===== src/rtl/fft_capture_ctrl.sv =====
`default_nettype none
// ============================================================================
// Module   : fft_capture_ctrl
// Purpose  : Captures one AXI-Stream frame into the FFT input buffer as
//            interleaved RE/IM words, triggers streaming, forwards host writes.
// Revision : 1.0
// ============================================================================
module fft_capture_ctrl #(
    parameter int NFFT               = 3,
    parameter int POINT_SIZE         = 2**NFFT,
    parameter int ELEMENTS_ADDR_SIZE = $clog2(2*POINT_SIZE),
    parameter int CNT_WIDTH          = 16
) (
    input  logic                          clk,
    input  logic                          resetn,
    input  logic                          arm,
    input  logic                          continuous,
    input  logic                          abort,
    input  logic [63:0]                   s_tdata,
    input  logic                          s_tvalid,
    output logic                          s_tready,
    input  logic                          s_tlast,
    input  logic [ELEMENTS_ADDR_SIZE-1:0] host_wAddr,
    input  logic [31:0]                   host_wData,
    input  logic                          host_wEn,
    output logic                          host_wr_drop,
    output logic [ELEMENTS_ADDR_SIZE-1:0] buf_wAddr,
    output logic [31:0]                   buf_wData,
    output logic                          buf_wEn,
    output logic                          buf_trig,
    input  logic                          buf_streaming,
    output logic                          busy,
    output logic                          done,
    output logic                          framing_err,
    output logic [CNT_WIDTH-1:0]          frame_cnt
);

    localparam int                IDX_W  = ELEMENTS_ADDR_SIZE - 1;
    localparam logic [IDX_W-1:0]  c_LAST = IDX_W'(POINT_SIZE - 1);
    localparam logic [IDX_W-1:0]  c_ONE  = IDX_W'(1);
    localparam logic [CNT_WIDTH-1:0] c_CNT_ONE = CNT_WIDTH'(1);

    typedef enum logic [2:0] {
        ST_IDLE       = 3'd0,
        ST_CAPTURE_RE = 3'd1,
        ST_CAPTURE_IM = 3'd2,
        ST_TRIGGER    = 3'd3,
        ST_WAIT_START = 3'd4,
        ST_WAIT_END   = 3'd5
    } state_t;

    state_t                        r_state;
    state_t                        w_next;
    logic [IDX_W-1:0]              r_idx;
    logic [31:0]                   r_im;
    logic                          r_abort_pend;
    logic                          r_drop;
    logic [ELEMENTS_ADDR_SIZE-1:0] r_waddr;
    logic [31:0]                   r_wdata;
    logic                          r_wen;
    logic                          r_ferr;
    logic [CNT_WIDTH-1:0]          r_cnt;
    logic                          w_is_last;
    logic                          w_stream_phase;
    logic                          w_frame_end;

    assign w_is_last      = (r_idx == c_LAST);
    assign w_stream_phase = (r_state == ST_TRIGGER) || (r_state == ST_WAIT_START) ||
                            (r_state == ST_WAIT_END);
    assign w_frame_end    = (r_state == ST_WAIT_END) && !buf_streaming;

    always_ff @(posedge clk) begin
        if (!resetn) r_state <= ST_IDLE;
        else         r_state <= w_next;
    end

    always_comb begin
        w_next = r_state;
        case (r_state)
            ST_IDLE:       if (arm && !abort && !buf_streaming) w_next = ST_CAPTURE_RE;
            ST_CAPTURE_RE: if (abort) w_next = ST_IDLE;
                           else if (s_tvalid) w_next = ST_CAPTURE_IM;
            ST_CAPTURE_IM: if (abort) w_next = ST_IDLE;
                           else if (w_is_last) w_next = ST_TRIGGER;
                           else w_next = ST_CAPTURE_RE;
            ST_TRIGGER:    w_next = ST_WAIT_START;
            ST_WAIT_START: if (buf_streaming) w_next = ST_WAIT_END;
            // An abort seen at the very end of the stream still suppresses re-arm.
            ST_WAIT_END:   if (!buf_streaming)
                               w_next = (continuous && !r_abort_pend && !abort) ?
                                        ST_CAPTURE_RE : ST_IDLE;
            default:       w_next = ST_IDLE;
        endcase
    end

    always_ff @(posedge clk) begin
        if (!resetn) begin
            r_idx        <= '0;
            r_im         <= '0;
            r_abort_pend <= 1'b0;
            r_drop       <= 1'b0;
            r_waddr      <= '0;
            r_wdata      <= '0;
            r_wen        <= 1'b0;
            r_ferr       <= 1'b0;
            r_cnt        <= '0;
        end else begin
            r_wen  <= 1'b0;
            r_drop <= host_wEn && (r_state != ST_IDLE);
            case (r_state)
                ST_IDLE: begin
                    if (host_wEn) begin
                        r_waddr <= host_wAddr;
                        r_wdata <= host_wData;
                        r_wen   <= 1'b1;
                    end
                    if (w_next == ST_CAPTURE_RE) begin
                        r_idx  <= '0;
                        r_ferr <= 1'b0;
                    end
                end
                ST_CAPTURE_RE: if (s_tvalid) begin
                    if (s_tlast != w_is_last) r_ferr <= 1'b1;
                    if (!abort) begin
                        r_waddr <= ELEMENTS_ADDR_SIZE'({r_idx, 1'b0});
                        r_wdata <= s_tdata[31:0];
                        r_wen   <= 1'b1;
                        r_im    <= s_tdata[63:32];
                    end
                end
                ST_CAPTURE_IM: if (!abort) begin
                    r_waddr <= ELEMENTS_ADDR_SIZE'({r_idx, 1'b1});
                    r_wdata <= r_im;
                    r_wen   <= 1'b1;
                    if (!w_is_last) r_idx <= r_idx + c_ONE;
                end
                ST_WAIT_END: if (!buf_streaming) begin
                    r_cnt <= r_cnt + c_CNT_ONE;
                    if (w_next == ST_CAPTURE_RE) r_idx <= '0;
                end
                default: ;
            endcase
            if (w_next == ST_IDLE)              r_abort_pend <= 1'b0;
            else if (abort && w_stream_phase)   r_abort_pend <= 1'b1;
        end
    end

    assign s_tready     = (r_state == ST_CAPTURE_RE);
    assign buf_trig     = (r_state == ST_TRIGGER);
    assign busy         = (r_state != ST_IDLE);
    assign done         = w_frame_end;
    assign host_wr_drop = r_drop;
    assign buf_wAddr    = r_waddr;
    assign buf_wData    = r_wdata;
    assign buf_wEn      = r_wen;
    assign framing_err  = r_ferr;
    assign frame_cnt    = r_cnt;

endmodule
`default_nettype wire


===== config.mk =====
export PLATFORM = sky130hd
export DESIGN_NAME = fft_capture_ctrl
export DESIGN_NICKNAME = d
export VERILOG_FILES = /design/src/rtl/fft_capture_ctrl.sv
export SDC_FILE = /design/constraint.sdc
export NUM_CORES = 1
export LEC_CHECK = 0
export ABC_CLOCK_PERIOD_IN_PS = 1960
export BUFFER_PORTS_ARGS = -buffer_cell sky130_fd_sc_hd__buf_2
export CORE_MARGIN = 4
export CORE_UTILIZATION = 45
export DETAILED_ROUTE_END_ITERATION = 6
export PLACE_DENSITY = 0.75
export SKIP_LAST_GASP = 1
export SLEW_MARGIN = 25
export SYNTH_ARGS = -nofsm -noshare
export SYNTH_HDL_FRONTEND = slang
export SYNTH_SLANG_ARGS = --single-unit

===== constraint.sdc =====
create_clock -name clk -period 1.96 [get_ports clk]
set_input_delay 0.294 -clock clk [delete_from_list [all_inputs] [get_ports clk]]
set_output_delay 0.294 -clock clk [all_outputs]
set_load 0.05 [all_outputs]

Yosys cells after proc, flatten, opt, wreduce, memory -nomap -nowiden
Index checks and enable logic that the tools add are counted.
{ "word_totals": {"word_cells": 87, "in_bits": 109, "output_inout_bits": 59, "regBits": 94} }
{ "classes": {"bitwise_logic": 3, "n_eq_ne": 16, "reduce_logical": 24, "n_mux": 32, "addsub": 2} }
{ "op_table": {"columns": ["op", "count"], "rows": [
  ["32-bit 2-to-1 mux", 4],
  ["32-bit case mux with 3 select lines", 1],
  ["3-bit 2-to-1 mux", 9],
  ["3-bit case mux with 6 select lines", 1],
  ["16-bit by 1-bit adder with 16-bit output, second input constant", 1],
  ["4-bit 2-to-1 mux", 4],
  ["2-bit != test, second input constant", 7],
  ["4-bit case mux with 3 select lines", 1],
  ["3-bit equality test, second input constant", 3],
  ["3-bit case mux with 3 select lines", 1],
  ["3-bit nonzero test", 3],
  ["4-bit AND reduction", 2],
  ["1-bit logical AND", 7],
  ["1-bit 2-to-1 mux", 7],
  ["3-bit by 1-bit equality test with 1-bit output, second input constant", 2],
  ["3-bit by 2-bit equality test with 1-bit output, second input constant", 2],
  ["3-bit logical NOT", 2],
  ["5-bit AND reduction", 1],
  ["2-bit 2-to-1 mux", 2],
  ["3-bit by 1-bit adder with 3-bit output, second input constant", 1],
  ["1-bit logical NOT", 3],
  ["1-bit inverter", 3],
  ["1-bit case mux with 3 select lines", 1],
  ["3-bit AND reduction", 1],
  ["other kinds (7)", 8]
]} }

Logic depth before layout (Yosys ltp)
Gate-level depths: netlist of run 1.
{ "logic_depth": {"depth_word": 10, "depth_mapped": 8, "ltp_nobuf": 6} }

Worst setup path after synthesis of run 1
No wires, ideal clock.
{ "synth_path": {"kind": "register -> register", "startpoint": "register r_cnt[0] (netlist: frame_cnt[0])", "endpoint": "register r_cnt[14] (netlist: frame_cnt[14])", "arrival_ns": 1.893, "synth_period_minus_slack_ns": 1.963, "setup_ns": 0.070, "path_stages_with_launch": 6, "n_path_buf": 0, "t_required_ns": 1.890, "slack_ns": -0.003, "cell_sequence": "dfxtp_1 -> ha_1 -> and2_1 -> nand4_4 -> or4_1 -> a21boi_1"} }
{ "synth_via": {"elab_chain_len": 1} }
{ "synth_rtl": {"columns": ["element", "line", "rtl"], "rows": [
  ["start: declaration", "62", "logic [CNT_WIDTH-1:0] r_cnt;"],
  ["start signal: assignment", "138", "r_cnt <= r_cnt + c_CNT_ONE;"],
  ["16-bit by 1-bit adder with 16-bit output", "138", null]
]} }
No other way between the ends.
A chain may end at the register's enable or synchronous reset.

Final worst setup path of run 1
{ "layout_path": {"startpoint": "register r_state[1]", "endpoint": "output busy"} }
{ "layout_via": {"elab_chain_len": 1} }
{ "layout_rtl": {"columns": ["element", "line", "rtl"], "rows": [
  ["start: declaration", "52", "state_t r_state;"],
  ["start signal: assignment", "74", "else r_state <= w_next;"],
  ["3-bit nonzero test", "150", "assign busy = (r_state != ST_IDLE);"],
  ["end: declaration", "32", "output logic busy,"]
]} }
No other way between the ends.

==> metrics, run 1 <==
Startpoint Class=register; max-capacitance violation count=0; grt total ovfl=0; Synth Area in Compound Gates=about a quarter; Seq/Total Area, Yosys=between 40 and 50%; post-synthesis adder-cell area fraction=0.8723%; hold buffer count at cts=0; top_reg_cell synth=dfxtp_1; largest net degree at the start of global routing=105; main combinational cell family by area after synthesis=compound AO/OA/AOI/OAI gates; initial antenna violation count=1; LEAKAGE=2.475 nW; layout cell share with drive strength beyond 1=32.32%; I/O pin total=168; Synth area leader=dfxtp_1; Area after DPL=5306 um2; top cell type's share of synthesized area=43.73%; Critical Path RT=between 1500 and 2000 ps; fin crit share=95.00%; NumNets Final=766; Layout Cells excl Fill=789; all-layer global routing usage=between 20% and 30%; RSZ-0062 raised after global routing=no; Slew HR=40.74%; CP max stage cell=dfxtp_1; area grow syn2layout=28.09%; post-synthesis mux area share=about 1.6%; final WL=12570 um; drt pass-1 iters=5; HPWL Detailed=just under 9000 um; Post-Syn Nets=roughly 610; Avg Cell Area, Syn=8.589 um2; final hold viol count=0; count of cell types in the netlist=46; Gate Count Post-Synth=501; initial core utilization=46.35%; CTS buffer count=9; slowest stage delay, CP=400 ps; Yosys warnings=0; worst skew pair latency=360 ps; Die H=105.8 um; number of remaining DRC errors=0; row cnt=35; Async SR Flop Fraction=0%; Critical Path AT=1570 ps; Routed WL per cell=between 15 and 20 um; # clock sinks=94; Core Region=9284 um2; CTS max path bufs=2; Iteration-0 DRC Markers=196; class of the most critical setup path=register to output port; routed via count=4346; final-report max-slew violation count=0; Hold Crit Class=primary input to register; Post-synth EDFFs=0; H-Tree Depth=3; synth top area cells=dfxtp_1, nand2_1, a21boi_1, o31ai_1, a22oi_1; Final Total Pwr=0.003973 W; Max Fanout on Critical Path=8; post-route ant nets=0; # port buffers=167; setup violators final=0; Register Area=between 1500 and 2000 um2; area of the multi-input gates=2231 um2; vias in the first global route=4111; placed cell count=770; Synth Area in XOR/XNOR=2.035%; status=complete, no violations; Slew @ Worst Pin=~900 ps; Yosys reg bits=94; Synth Area in Simple Gates=20.21%; Post-Layout Inst Area=5512 um2; Hold Slack=159.2 ps; RD Place Congestion=0.8775; fill cell count=about 870; Cell Pwr Density=720.8 nW/um2; CTS clk-pin slew, worst paths=100 ps; setup TNS=0 ps; Worst VDD drop=about 0.46 mV; CTS tree=built; Worst Clk Skew=15.17 ps; Cell Area, Synth=4303 um2; Die ar.=around 11000 um2; CTS Root Cell=clkbuf_8; crit path capture type=output port; Tmin final=1862 ps; Max Clock Freq=537.0 MHz; crit path cell chain=buf_4, or3_1, buf_2; first-pass GRT wire length=19440 um; Die X=roughly 110 um; Via density=5.508
[placed cells by master, fill, tap and decap left out, types with 2 or more instances in the layout]
master / n
nand2_1: 110
o221ai_1: 3
a21oi_1: 7
ha_1: 3
a31oi_1: 32
a2bb2oi_1: 2
nand4_1: 6
nand2b_1: 8
mux2i_1: 7
buf_4: 13
clkinvlp_4: 3
a22oi_1: 32
nand3_1: 13
nor3b_4: 2
xnor2_1: 6
nor2b_1: 3
o21a_1: 2
xor2_1: 4
o21ai_0: 4
nor3_1: 4
buf_12: 4
or3_1: 3
clkbuf_8: 9
dfxtp_2: 3
a21boi_1: 35
o31ai_1: 36
and3_1: 3
inv_6: 2
dfxtp_1: 91
and2_1: 12
inv_1: 4
buf_2: 166
nor2_1: 5
[cells by family (layout without fill, tap and decap cells)]
family	Yosys count	count (layout)
AND/OR/NAND/NOR	179	180
XOR/XNOR	10	10
adder cells (fa/ha/maj)	3	3
other	0	1
multiplexers	7	7
flip-flops	94	94
AO/OA/AOI/OAI	159	159
buffers and inverters	49	206
[routing by layer]
metal	part of all wire [%]	global-route usage [%]
met1	41	25.58
met3	8.2	6.552
met4	1.6	6.938
met5	0	0
met2	49	36.02
[flip-flops by register name, summed over array words and instances, names as in the netlist, 3 cells and up]
name,flops
buf_wData,32
buf_wAddr,4
r_state,3
r_idx,3
r_im,32
frame_cnt,16
[final timing paths]
path | start | endpoint | slack, ps | depth (start not counted)
max | r_state[1] | busy | 100 | 3
min | s_tdata[45] | r_im[13] | 160 | 3
max reg2reg | r_state[1] | buf_wData[10] | 110 | 5
min reg2reg | r_im[25] | r_im[25] | 460 | 2
[stage by stage]
stage / utilization [%] / setup slack [ps]
after floorplan: - / 6.962
after global placement: 57.16 / 193.1
after detailed placement: 57.16 / 127.2
after CTS: 59.22 / 19.73
after global routing: 59.37 / 3.865
final: 59.37 / 97.91
[report_power, final]
part	switching (W)	leakage [nW]	internal [W]
combinational	0.000496	1.62	0.000252
clock	0.000716	0.0842	0.000476
sequential	0.0000451	0.768	0.00199
total	0.00126	2.48	0.00272
[cells in the mapped netlist (2+ instances only)]
library cell / n
clkbuf_1: 28
dfxtp_1: 94
or3_1: 3
buf_2: 12
inv_1: 4
o221ai_1: 3
mux2i_1: 7
xor2_1: 4
nor2b_1: 3
a31oi_1: 32
o31ai_1: 36
nand4_1: 6
a22oi_1: 32
a2bb2oi_1: 2
ha_1: 3
nand2_1: 110
and3_1: 4
a21boi_1: 36
o21a_1: 2
buf_4: 3
nor2_1: 5
nor3_1: 4
xnor2_1: 6
a21oi_1: 7
o21ai_0: 4
and2_1: 12
nand2b_1: 8
nand3_1: 13
[worst max-delay path: cells and delay by family (launching register included)]
family                 cells  cell delay, ps
and+or+nand+nor            1             390
DFF                        1             400
buffers and inverters      2             430
[area by class of cell]
| cell class | instances | share of cell area [%] |
|---|---|---|
| multi-input combinational | 359 | 40.48 |
| sequential | 94 | 34.21 |
| timing repair buffer | 185 | 18.64 |
| tap | 129 | 2.928 |
| clock buffer | 9 | 2.247 |
| clock inverter | 7 | 1.022 |
| inverter | 5 | 0.4313 |
| antenna | 1 | 0.04540 |
[what timing repair did]
item / CTS / global route
resized for setup: 1 / 3
endpoints found under the setup margin: 1 / 37
buffers inserted: 1 / 0
gates cloned: 0 / 1
pin swaps: 0 / 1
(Power assumes the default switching activity.)
==> run 2, diff against run 1 <==
--- a/config.mk
+++ b/config.mk
@@ -5,11 +5,12 @@
 export SDC_FILE = /design/constraint.sdc
 export NUM_CORES = 1
 export LEC_CHECK = 0
-export ABC_CLOCK_PERIOD_IN_PS = 1960
+export ABC_CLOCK_PERIOD_IN_PS = 2200
 export BUFFER_PORTS_ARGS = -buffer_cell sky130_fd_sc_hd__buf_2
 export CORE_MARGIN = 4
 export CORE_UTILIZATION = 45
 export DETAILED_ROUTE_END_ITERATION = 6
+export GPL_ROUTABILITY_DRIVEN = 0
 export PLACE_DENSITY = 0.75
 export SKIP_LAST_GASP = 1
 export SLEW_MARGIN = 25
==> constraint.sdc (replaced) <==
create_clock -name clk -period 2.2 [get_ports clk]
set_input_delay 0.11 -clock clk [delete_from_list [all_inputs] [get_ports clk]]
set_output_delay 0.11 -clock clk [all_outputs]
set_load 0.05 [all_outputs]
==> run 2 against run 1 <==
Largest power group unchanged. Largest cell class unchanged. Via count is 5.5% higher. Clock power decreased by 5%. Setup slack gained 96 ps. Cell count increased by 5.3%. Register-to-register slack improved by 80 ps. Final area is 7.4% higher. Flip-flop and latch count did not move. Worst hold slack lost 150 ps. Global-route usage is 1.4 points higher.
==> metrics, run 2 (synthesis results as in run 1) <==
status=complete, no violations; Hold Startpoint=host_wData[27]; slowest stage delay, CP=630 ps; layout cell share with drive strength beyond 1=29.53%; CTS clk-pin slew, worst paths=roughly 100 ps; fin crit share=91.19%; Register Area=1883 um2; Critical Path AT=roughly 2200 ps; Buf/Inv on CP=1; NumNets Final=808; final hold viol count=0; final-report max-slew violation count=0; Post-Route Utilization=between 60 and 70%; combinational share of power=19.7%; area of the multi-input gates=around 2200 um2; Worst Clk Skew=about 12 ps; CTS buffer count=9; final WL=around 13000 um; HPWL Detailed=8877 um; Die X=between 100 and 150 um; Slew HR=38.45%; all-layer global routing usage=22.62%; Max Clock Freq=roughly 500 MHz; RSZ-0062 raised after global routing=no; initial antenna violation count=1; area grow syn2layout=37.63%; cells on worst reg2reg path=5; initial core utilization=46.35%; sequential share of power=49.5%; Hold Crit Class=primary input to register; setup violators final=0; CTS max path bufs=2; Die ar.=11190 um2; Startpoint Class=register; pre-CTS WS=247.0 ps; drt pass-1 iters=4; # clock sinks=94; switch share=between 30% and 40%; Core Region=9284 um2; CTS Root Cell=clkbuf_8; Via density=5.520; Hold EP=buf_wData[27]; Critical Path RT=2430 ps; vias in the first global route=4439; # port buffers=between 150 and 200; crit path capture type=register; I/O pin total=between 150 and 200; Max Fanout on Critical Path=24; Tmin final=2006 ps; first-pass GRT wire length=20940 um; H-Tree Depth=3; CTS tree=built; Worst R2R End=r_idx[1]; Worst VDD drop=0.3438 mV; most common cell after layout, fill and taps aside=buf_2; Worst Hold Path Cells=3; most frequent cells in the layout=buf_2, nand2_1, dfxtp_1, dlygate4sd3_1, o31ai_1; clock power share=30.8%; Die H=105.8 um; class of the most critical setup path=register to register; Crit path max-delay family=simple AND/OR/NAND/NOR gates; row cnt=35; largest net degree at the start of global routing=56; Slew @ Worst Pin=921.1 ps; crit path cell chain=nor3b_4, buf_4, nand2_1, nand4_1, o221ai_1; CP max stage cell=dfxtp_1; number of remaining DRC errors=0; RR Startpoint=r_state[1]; P_sw=about 0.0011 W; grt total ovfl=0; PnR worst setup slack=193.8 ps; Routed WL per cell=15.81 um; routed via count=roughly 4600; max-capacitance violation count=0; post-route ant nets=0; setup TNS=0 ps; worst skew pair latency=360 ps; Int Pwr=roughly 0.0025 W; fill cell count=~800; Cell Pwr Density=slightly above 600 nW/um2; Iteration-0 DRC Markers=209; LEAKAGE=2.652 nW; R2R setup slack=190 ps
-- run 2: cell types whose count changed in the layout (fill, tap and decap cells not counted), sizes merged --
| cell | previous run | this run |
|---|---|---|
| inv | 7 | 6 |
| nor2 | 7 | 6 |
| buf | 184 | 182 |
| clkinv | 2 | 3 |
| dlygate4sd3 | 0 | 46 |
| clkinvlp | 3 | 1 |
| clkbuf | 10 | 11 |
-- run 2: cell type report --
cell class	instances	area share, %
multi-input cells	358	37.57
flip-flops and latches	94	31.80
repair buffers	228	24.21
clock buffers	11	2.557
clock inverters	5	0.6972
diodes	1	0.04226
inverters	5	0.4014
well taps	129	2.726
-- run 2: timing repair --
item | in CTS | in global routing
hold endpoints to repair | 46 | 0
hold buffers | 46 | 0
gates resized for setup | 0 | 1
setup buffers | 0 | 0
setup endpoints to repair | 0 | 1
-- run 2: layer usage --
metal	vias to the layer above	part of all wire, %	global-route usage, %
li1	2196	-	-
met1	2168	41	27.99
met2	194	50	38.21
met3	29	6.8	4.409
met4	0	2.6	9.806
met5	-	0	0
-- run 2: worst min-delay path, delay by kind of cell --
kind | cells | cell delay [ps]
AND/OR/NAND/NOR | 1 | 50
buffers and inverters | 1 | 100
AO/OA/AOI/OAI | 1 | 80
-- run 2: worst max path at each step --
stage	start	endpoint	slack (ps)	cells after the start
6_report	r_state[1]	r_idx[1]	190	5
5_1_grt	r_state[1]	r_idx[1]	60	5
4_1_cts	r_state[0]	s_tready	70	3
3_5_place_dp	r_state[0]	r_im[17]	250	6
3_3_place_gp	r_state[1]	r_idx[0]	300	5
2_1_floorplan	frame_cnt[0]	frame_cnt[14]	240	5
-- run 2: power by group through the flow --
| stage | clock (W) | sequential, W | combinational [W] |
|---|---|---|---|
| final | 0.00113 | 0.00181 | 0.000721 |
| after CTS | 0.00114 | 0.00181 | 0.000718 |
| after detailed placement | 0 | 0.00185 | 0.000654 |
| after floorplan | 0 | 0.00206 | 0.000210 |
| after global routing | 0.00120 | 0.00182 | 0.000766 |
| after global placement | 0 | 0.00185 | 0.000646 |
-- run 2: metrics by stage --
stage / hold WS [ps] / cells / total power, W / instance area (um2)
2_1_floorplan: 244.8 / 501 / 0.002268 / 4303
3_3_place_gp: 350.6 / 768 / 0.002492 / 5265
3_5_place_dp: 354.6 / 768 / 0.002503 / 5265
4_1_cts: 1.901 / 830 / 0.003671 / 5918
5_1_grt: 1.049 / 831 / 0.003786 / 5922
6_report: 13.63 / 831 / 0.003661 / 5922
==> run 3, diff against run 2 <==
--- a/config.mk
+++ b/config.mk
@@ -7,11 +7,13 @@
 export LEC_CHECK = 0
 export ABC_CLOCK_PERIOD_IN_PS = 2200
 export BUFFER_PORTS_ARGS = -buffer_cell sky130_fd_sc_hd__buf_2
+export CELL_PAD_IN_SITES_DETAIL_PLACEMENT = 1
+export CELL_PAD_IN_SITES_GLOBAL_PLACEMENT = 1
 export CORE_MARGIN = 4
-export CORE_UTILIZATION = 45
+export CORE_UTILIZATION = 38
 export DETAILED_ROUTE_END_ITERATION = 6
 export GPL_ROUTABILITY_DRIVEN = 0
-export PLACE_DENSITY = 0.75
+export PLACE_DENSITY_LB_ADDON = 0.1
 export SKIP_LAST_GASP = 1
 export SLEW_MARGIN = 25
 export SYNTH_ARGS = -nofsm -noshare
==> run 3 against run 2 <==
Critical path depth up 1. Worst hold slack worse by 6.1 ps. Core utilization down 13 points. Power up 7.9%. Die area up 17%. Routed wire length up 6.7%. Sequential share of layout area up 1.9 points. First-iteration DRC count up 24%. Register-to-register slack better by 80 ps. Setup slack better by 77 ps. Non-clock buffer count down 43. Clock-buffer cell count up 2. Largest cell class unchanged. Highest routed layer unchanged.
==> metrics, run 3 (synthesis results as in run 1) <==
status=complete, no violations; Slew HR=68.56%; post-route ant nets=0; switch share=28.67%; Slew @ Worst Pin=470.5 ps; Int Pwr=around 0.0028 W; placed cell count=781; layout cell share with drive strength beyond 1=a little under a third; number of remaining DRC errors=0; H-Tree Depth=3; setup TNS=0 ps; combinational share of power=16.9%; Via density=5.390; first-pass GRT wire length=22660 um; # port buffers=167; crit path capture type=register; Worst VDD drop=0.3108 mV; CTS max path bufs=2; R2R setup slack=around 270 ps; Critical Path AT=2200 ps; diode count=0; area grow syn2layout=29.75%; Critical Path RT=2470 ps; Setup crit end=frame_cnt[14]; routed via count=4301; HPWL Detailed=approximately 10000 um; RSZ-0062 raised after global routing=no; final-report max-slew violation count=0; Die H=114.4 um; CTS buffer count=9; all-layer global routing usage=21.54%; fin crit share=between 80% and 90%; Core Region=10980 um2; I/O pin total=around 170; CTS clk-pin slew, worst paths=70 ps; Hold Startpoint=s_tdata[40]; row cnt=38; worst skew pair latency=340 ps; drt pass-1 iters=4; Setup crit start=r_state[2]; Hold Crit Class=primary input to register; CTS Root Cell=clkbuf_16; Die X=114.4 um; Die ar.=13090 um2; grt total ovfl=0; Worst Clk Skew=5.390 ps; fill cell count=1361; Cell Pwr Density=just over 700 nW/um2; Startpoint Class=register; final WL=about 14000 um; setup violators final=0; clock power share=37.3%; sequential share of power=45.8%; NumNets Final=between 700 and 800; Max Fanout on Critical Path=11; PnR worst setup slack=270.5 ps; pre-CTS WS=284.2 ps; cells on worst reg2reg path=6; vias in the first global route=4552; most common cell after layout, fill and taps aside=buf_2; Layout Cells excl Fill=798; initial core utilization=39.18%; Worst R2R End=frame_cnt[14]; CTS tree=built; Routed WL per cell=roughly 18 um; LEAKAGE=2.519 nW; Tmin final=1930 ps; RR Startpoint=r_state[2]; class of the most critical setup path=register to register; Max Clock Freq=518.3 MHz; final hold viol count=0; largest net degree at the start of global routing=105; initial antenna violation count=0; P_sw=0.001133 W; Iteration-0 DRC Markers=260; Post-Route Utilization=between 50% and 60%; # clock sinks=94; max-capacitance violation count=0; most frequent cells in the layout=buf_2, nand2_1, dfxtp_1, o31ai_1, a21boi_1; post-CTS setup buffers=0
run 3: changes by cell type in the layout (fill, tap and decap cells not counted), sizes merged:
cell and delta:
inv -2, clkinv +1, clkbuf +2, diode -1, dlygate4sd3 -45, clkinvlp -1, buf +2
run 3: worst min path at each step:
stage	endpoint	slack, ps	cells past startpoint
global route	r_im[8]	8	3
finish	r_im[8]	8	3
global placement	r_im[10]	350	3
CTS	r_im[8]	1	3
detailed placement	r_im[8]	360	3
floorplan	r_im[0]	240	2
run 3: per-layer routing:
metal | GRT usage [%] | up-vias | wire length, um
met5 | 0 | - | 0
met4 | 6.809 | 0 | 171
met1 | 25.66 | 2058 | 5838
met3 | 4.651 | 15 | 804
met2 | 38.42 | 109 | 7208
li1 | - | 2119 | -
run 3: what timing repair did:
action | in CTS | in global routing
resized for setup | 0 | 0
hold endpoints to repair | 1 | 0
hold buffers | 1 | 0
run 3: power groups by stage:
| stage | clock network, W | logic [W] | registers, W |
|---|---|---|---|
| floorplan | 0 | 0.000210 | 0.00206 |
| global placement | 0 | 0.000660 | 0.00185 |
| detailed placement | 0 | 0.000671 | 0.00185 |
| CTS | 0.00151 | 0.000674 | 0.00181 |
| global route | 0.00158 | 0.000718 | 0.00182 |
| finish | 0.00147 | 0.000667 | 0.00181 |
run 3: final cells by class:
class | instances | area, um2 | area share, %
clock buffer | 13 | 260.3 | 4.662
clock inverter | 3 | 18.77 | 0.3362
inverter | 5 | 23.77 | 0.4258
multi-input combinational | 358 | 2225 | 39.85
sequential | 94 | 1882 | 33.71
tap | 140 | 175.2 | 3.138
timing repair buffer | 185 | 998.5 | 17.88
run 3: critical path: stages, from the launching register on:
cell	delay, ps
dfxtp_1	600
nand4bb_1	140
buf_4	190
clkinv_4	80
nand4_4	130
or4_1	540
a21boi_1	160
run 3: stage by stage:
step           power (W)  instance area, um2  hold slack (ps)
6_report        0.003952                5583            7.544
5_1_grt         0.004120                5583            8.074
4_1_cts         0.003997                5583            1.092
3_3_place_gp    0.002509                5294            350.5
3_5_place_dp    0.002520                5294            358.3
2_1_floorplan   0.002268                4303            244.8
